## src/rtl/pipe_add_pkg.sv

```systemverilog
// pipe_add_pkg: segment-width helper, parameter legality check and full-adder cell
// functions shared by pipe_add and pipe_add_stage.
package pipe_add_pkg;

  function automatic int seg_width(input int width, input int stages);
    if (stages > 0) begin
      return width / stages;
    end else begin
      return width;
    end
  endfunction

  function automatic bit params_legal(input int width, input int stages);
    return (stages >= 1) && (stages <= width) && ((width % stages) == 0);
  endfunction

  function automatic logic fa_sum(input logic x, input logic y, input logic ci);
    return x ^ y ^ ci;
  endfunction

  function automatic logic fa_carry(input logic x, input logic y, input logic ci);
    return (x & y) | (ci & (x ^ y));
  endfunction

endpackage

```

## src/rtl/pipe_add_stage.sv

```systemverilog
// pipe_add_stage: combinational SEG-bit ripple-carry segment built from full-adder cells.
module pipe_add_stage
  import pipe_add_pkg::*;
#(
  parameter int SEG = 5
) (
  input  logic [SEG-1:0] seg_a,
  input  logic [SEG-1:0] seg_b,
  input  logic           c_in,
  output logic [SEG-1:0] seg_sum,
  output logic           c_out
);

  logic carry_s;

  // Ripple the carry through one full-adder cell per bit
  always_comb begin
    carry_s = c_in;
    seg_sum = {SEG{1'b0}};
    for (int i = 0; i < SEG; i++) begin
      seg_sum[i] = fa_sum(seg_a[i], seg_b[i], carry_s);
      carry_s    = fa_carry(seg_a[i], seg_b[i], carry_s);
    end
    c_out = carry_s;
  end

endmodule

```

## src/rtl/pipe_add.sv

```systemverilog
// pipe_add: pipelined WIDTH-bit adder, one SEG-bit segment per stage, valid/ready on both sides.
// Optional subtract mode (adds the sub port) when PIPE_ADD_SUB_EN is defined.
module pipe_add
  import pipe_add_pkg::*;
#(
  parameter int WIDTH  = 20,
  parameter int STAGES = 4
) (
  input  logic             clk,
  input  logic             rst,
  input  logic             in_valid,
  output logic             in_ready,
  input  logic [WIDTH-1:0] a,
  input  logic [WIDTH-1:0] b,
  input  logic             cin,
`ifdef PIPE_ADD_SUB_EN
  input  logic             sub,
`endif
  output logic             out_valid,
  input  logic             out_ready,
  output logic [WIDTH-1:0] sum,
  output logic             cout,
  output logic             ovf
);

  localparam int SEG = seg_width(WIDTH, STAGES);

  if (!params_legal(WIDTH, STAGES)) begin : g_bad_params
    $error("pipe_add: WIDTH must be a multiple of STAGES and 1 <= STAGES <= WIDTH");
  end

  logic [STAGES-1:0] v_s;
  logic [STAGES-1:0] en_s;
  logic              run_s;
  logic [WIDTH-1:0]  b_eff_s;
  logic              c0_s;

  // Effective B operand and first-segment carry
  always_comb begin
    b_eff_s = b;
    c0_s    = cin;
`ifdef PIPE_ADD_SUB_EN
    if (sub) begin
      b_eff_s = ~b;
      c0_s    = 1'b1;
    end else begin
      b_eff_s = b;
      c0_s    = cin;
    end
`endif
  end

  // Enable chain: a stage advances when it is empty or the stage after it advances
  always_comb begin
    en_s           = {STAGES{1'b0}};
    run_s          = !v_s[STAGES-1] || out_ready;
    en_s[STAGES-1] = run_s;
    for (int k = STAGES - 2; k >= 0; k--) begin
      run_s   = !v_s[k] || run_s;
      en_s[k] = run_s;
    end
  end

  assign in_ready = en_s[0] && !rst;

  for (genvar k = 0; k < STAGES; k++) begin : g_stage
    // REM: operand bits not yet consumed (this segment upward); LO: result bits finished here
    localparam int REM = WIDTH - k * SEG;
    localparam int LO  = (k + 1) * SEG;

    logic [REM-1:0] cur_a_s;
    logic [REM-1:0] cur_b_s;
    logic           cur_c_s;
    logic           cur_v_s;
    logic [SEG-1:0] seg_sum_s;
    logic           seg_c_s;
    logic [LO-1:0]  nxt_sum_s;
    logic           v_r;
    logic           c_r;
    logic [LO-1:0]  sum_r;

    if (k == 0) begin : g_src
      assign cur_a_s   = a;
      assign cur_b_s   = b_eff_s;
      assign cur_c_s   = c0_s;
      assign cur_v_s   = in_valid && in_ready;
      assign nxt_sum_s = seg_sum_s;
    end else begin : g_src
      assign cur_a_s   = g_stage[k-1].g_skew.op_a_r;
      assign cur_b_s   = g_stage[k-1].g_skew.op_b_r;
      assign cur_c_s   = g_stage[k-1].c_r;
      assign cur_v_s   = g_stage[k-1].v_r;
      assign nxt_sum_s = {seg_sum_s, g_stage[k-1].sum_r};
    end

    pipe_add_stage #(.SEG(SEG)) u_seg (
      .seg_a   (cur_a_s[SEG-1:0]),
      .seg_b   (cur_b_s[SEG-1:0]),
      .c_in    (cur_c_s),
      .seg_sum (seg_sum_s),
      .c_out   (seg_c_s)
    );

    assign v_s[k] = v_r;

    // Stage valid, segment carry and completed low result bits
    always_ff @(posedge clk) begin
      if (rst) begin
        v_r   <= 1'b0;
        c_r   <= 1'b0;
        sum_r <= {LO{1'b0}};
      end else if (en_s[k]) begin
        v_r   <= cur_v_s;
        c_r   <= seg_c_s;
        sum_r <= nxt_sum_s;
      end
    end

    if (k < STAGES - 1) begin : g_skew
      logic [REM-SEG-1:0] op_a_r;
      logic [REM-SEG-1:0] op_b_r;

      // Carry the unconsumed upper operand segments forward
      always_ff @(posedge clk) begin
        if (rst) begin
          op_a_r <= {(REM-SEG){1'b0}};
          op_b_r <= {(REM-SEG){1'b0}};
        end else if (en_s[k]) begin
          op_a_r <= cur_a_s[REM-1:SEG];
          op_b_r <= cur_b_s[REM-1:SEG];
        end
      end
    end else begin : g_last
      logic ovf_r;

      // Signed overflow from the operand and result sign bits of the final segment
      always_ff @(posedge clk) begin
        if (rst) begin
          ovf_r <= 1'b0;
        end else if (en_s[k]) begin
          ovf_r <= (cur_a_s[SEG-1] == cur_b_s[SEG-1]) && (seg_sum_s[SEG-1] != cur_a_s[SEG-1]);
        end
      end
    end
  end

  assign out_valid = v_s[STAGES-1];
  assign sum       = g_stage[STAGES-1].sum_r;
  assign cout      = g_stage[STAGES-1].c_r;
  assign ovf       = g_stage[STAGES-1].g_last.ovf_r;

endmodule

```

## config.mk

```make
export PLATFORM = sky130hd
export DESIGN_NAME = pipe_add
export DESIGN_NICKNAME = d
export VERILOG_FILES = /design/src/rtl/pipe_add_pkg.sv /design/src/rtl/pipe_add_stage.sv /design/src/rtl/pipe_add.sv
export SDC_FILE = /design/constraint.sdc
export NUM_CORES = 1
export LEC_CHECK = 0
export ABC_CLOCK_PERIOD_IN_PS = 4500
export BUFFER_PORTS_ARGS = -buffer_cell sky130_fd_sc_hd__clkbuf_2
export CORE_UTILIZATION = 31
export DETAILED_ROUTE_END_ITERATION = 10
export GPL_TIMING_DRIVEN = 0
export PLACE_DENSITY = 0.54
export SETUP_SLACK_MARGIN = 0.02
export SLEW_MARGIN = 0
export SYNTH_ARGS = -nofsm -noshare
export SYNTH_HDL_FRONTEND = slang
export SYNTH_SLANG_ARGS = --single-unit
```

## constraint.sdc

```tcl
create_clock -name clk -period 4.5 [get_ports clk]
set_clock_uncertainty 0.1 [all_clocks]
set_input_delay 0.225 -clock clk [delete_from_list [all_inputs] [get_ports clk]]
set_output_delay 0.225 -clock clk [all_outputs]
set_load 0.02 [all_outputs]
```

==> parameters.txt <==
Parameter                              Value

Clock network
  Total clock sinks ... 119
  H-tree depth ... 4
  Number of cells upsized or downsized after cts ... 0
  Post-CTS setup-driven buffer insertion count ... 0
  Source-to-sink clock delay at the later pin of the worst-skew pair ... 0.41 ns
  Root Driver ... clkbuf_16
  Buffers from clock root to sink, at most ... 2
  Clock tree from TritonCTS ... built
  Clock-pin slew reported for the worst setup and hold paths after clock tree synthesis ... 0.06 ns
  CTS Buf Count ... 17

Die
  Die span in y ... 125 µm
  DIE AREA ... 0.0157 mm²
  Floorplan Core Area ... 0.0146 mm²
  Die boundary width ... 125 µm
  Count of pins on the block boundary ... 69
  Total number of placement rows ... 44
  Starting utilization of the core area ... 0.321

Routing
  Average routed wire per standard cell ... 13.6 µm
  Iteration-0 DRC count of the detailed router ... 337
  Total vias in the final route ... 4030
  Average via count per standard cell ... 4.60
  Number of remaining DRC errors ... 12
  Wire length after detailed routing ... 11900 µm
  Pre-antenna DRT Iters ... 7
  Final antenna-violating net count ... 0

Synthesis
  Mean instance size in the synthesized netlist ... 8.35 µm²
  Area share of the largest cell type after synthesis ... 0.507
  Top flip-flop cell by instance count after synthesis ... dfxtp_1
  YS warnings ... 0
  Post-synthesis cell area ... 0.00470 mm²
  Number of distinct library cells after synthesis ... 23
  Cell types with the largest area share after synthesis ... dfxtp_1 51%, a21oi_1 11%, nand2_1 11%
  Yosys reg bits ... 119
  Syn Nets ... 629
  Most frequently used cell type in the post-synthesis netlist ... nand2_1
  Synthesized instance count ... 563
  Leading cell types by count after synthesis ... 140 x nand2_1, 119 x dfxtp_1, 106 x a21oi_1
  Fraction of registers with async set/reset ... 0
  Sequential share of the synthesized area ... 0.507
  Number of enable-type register cells in the synthesized netlist ... 0
  Top cell type by total area after synthesis ... dfxtp_1

Critical path
  Critical path start-end classification ... flop to flop
  Data arrival time at the worst-slack endpoint ... 3.28 ns
  Capturing point of the worst reg2reg path ... ovf$_SDFFE_PP0P_
  Cell with the largest stage delay on the worst path ... fa_1
  Count of buffering cells on the critical path with inverters included ... 3
  Required time at the worst-slack endpoint ... 4.73 ns
  Critical path peak fanout ... 2
  Crit path top cell by count ... fa_1
  Category of the worst setup path capture point ... flop
  R2R setup slack ... 1.45 ns
  Critical Path Sink ... ovf$_SDFFE_PP0P_
  Crit path from ... g_stage[2].c_r$_SDFFE_PP0P_
  Category of the worst setup path launch point ... flop
  Kind of cell adding the most delay to the critical path ... adder cells
  R2R depth ... 11
  Critical Path Stages ... 11
  Cell-by-cell listing of the critical path ... fa_1 -> fa_1 -> inv_1 -> fa_1 -> inv_1 -> fa_1 -> inv_1 -> fa_1 -> xor2_1 -> or3_1 -> a21oi_1
  Startpoint of the worst register-to-register path ... g_stage[2].c_r$_SDFFE_PP0P_
  Max stage delay on crit path ... 0.44 ns

Timing
  Transition time at the pin with the least slew margin ... 0.653 ns
  Endpoints failing hold ... 0
  Final clock period utilization by the worst path ... 0.677
  RSZ-0062 raised after global routing ... false
  Slew Viols, Final ... 0
  Shortest period the worst path allows ... 3.05 ns
  Sum of negative setup slack ... 0 ns
  Slew margin rel. ... 0.565
  Maximum clock rate ... 328 MHz
  Number of setup violations in the final report ... 0

Pwr
  Peak VDD IR ... 0.259 mV
  Static leakage ... 2.48 nW
  Cell Pwr Density ... 446 mW/mm²

Layout
  Final standard cell count with taps included and fillers excluded ... 877
  Area growth from synthesis to final layout ... 32.2%
  Fraction of final layout cells sized beyond drive strength 1 ... 0.169
  Diode insertion count for antenna repair ... 0
  Number of nets in the layout ... 746
  Final instance area ... 0.00622 mm²

Place
  DPL Wire Length ... 8870 µm
  Cells after DPL ... 814
  Weighted congestion at the end of routability-driven global placement ... 0.779
  Total cell area at the placement stage ... 0.00527 mm²
  # port buffers ... 67

Hold path
  Path type of the worst min-delay path ... primary input to flop
  Worst hold path startpoint ... rst

Global route
  First-pass GRT wire length ... 19900 µm
  Total routing resource utilization after global routing ... 0.162
  Vias in the first global route ... 4030
  Overall overflow remaining after global route ... 0
  Number of antenna violations at the first check in global routing ... 0
  Largest net degree at the start of global routing ... 17

Status
  Failing checks ... DRC
  Result of the run ... finished with violations

Job
  Max-cap violations ... 0
[metal layers]
layer  vias to the layer above  GRT usage  part of all wire
li1                       2094          -                 -
met1                      1831      0.209              0.48
met2                        91      0.255              0.44
met3                        14     0.0398             0.051
met4                         0     0.0768             0.020
met5                         -          0                 0
[final cells by class]
class / instances / area, µm²
Buffer: 45 / 193
Sequential cell: 119 / 2380
Multi-Input combinational cell: 369 / 2020
Timing Repair Buffer: 98 / 646
Clock inverter: 12 / 174
Fill cell: 1489 / 8420
Clock buffer: 20 / 467
Inverter: 30 / 113
Tap cell: 184 / 230
[logic make-up (layout without fill, tap and decap cells)]
logic type	count (synthesis)	count (layout)	synth area share
XOR/XNOR	1	1	0.00186
buffers and inverters	75	205	0.0649
flip-flops	119	119	0.507
AND/OR/NAND/NOR	196	196	0.172
adder cells (fa/ha/maj)	21	21	0.0878
AO/OA/AOI/OAI	151	151	0.167
[stage by stage]
step | hold WS (ns) | setup slack (ns) | utilization | power (W)
6_report | 0.124 | 1.45 | 0.425 | 0.00277
5_1_grt | 0.147 | 1.32 | 0.425 | 0.00288
4_1_cts | 0.100 | 1.45 | 0.425 | 0.00280
3_5_place_dp | 0.343 | 1.46 | 0.360 | 0.00133
3_3_place_gp | 0.341 | 1.47 | 0.360 | 0.00133
2_1_floorplan | 0.254 | 1.59 | - | 0.00126
[power by group]
part           switching, W  total, W  internal [W]  leakage [nW]
Combinational      0.000103  0.000185     0.0000819          1.20
Clock              0.000477   0.00144      0.000968         0.304
Sequential        0.0000341   0.00114       0.00111         0.979
[placed cells by master, fill, tap and decap left out, drive strengths merged]
master         n
nand2        140
dfxtp        119
clkbuf       115
a21oi        106
nand3         33
o21ai         33
dlygate4sd3   31
inv           30
fa            20
buf           17
nor2          13
a211oi        12
bufinv         4
clkinvlp       4
clkinv         4
nor3           3
and4b          1
nand4b         1
and3b          1
nand3b         1
nor2b          1
nand2b         1
xor2           1
or3            1
ha             1
[state kept, by name, indices dropped and copies added, names as in the netlist, 3 cells and up]
signal                 cells
sum                       20
g_stage.v_r                3
g_stage.g_skew.op_b_r     30
g_stage.c_r                3
g_stage.sum_r             30
g_stage.g_skew.op_a_r     30
[timing repair]
action,in CTS,in global routing
setup endpoints to repair,0,0
hold buffers,31,0
endpoints found under the hold margin,31,0
[how the worst min path moves through the flow]
stage                                                     end  slack [ns]  depth (start not counted)
floorplan                         g_stage[0].v_r$_SDFFE_PP0N_        0.25                          2
global placement             g_stage[1].sum_r[8]$_SDFFE_PP0P_        0.34                          2
detailed placement                        sum[2]$_SDFFE_PP0P_        0.34                          2
CTS                  g_stage[0].g_skew.op_a_r[6]$_SDFFE_PP0N_        0.10                          2
global route        g_stage[0].g_skew.op_a_r[10]$_SDFFE_PP0N_        0.15                          2
finish               g_stage[0].g_skew.op_a_r[5]$_SDFFE_PP0N_        0.12                          2
No activity file was read; power rests on OpenSTA's default activity.
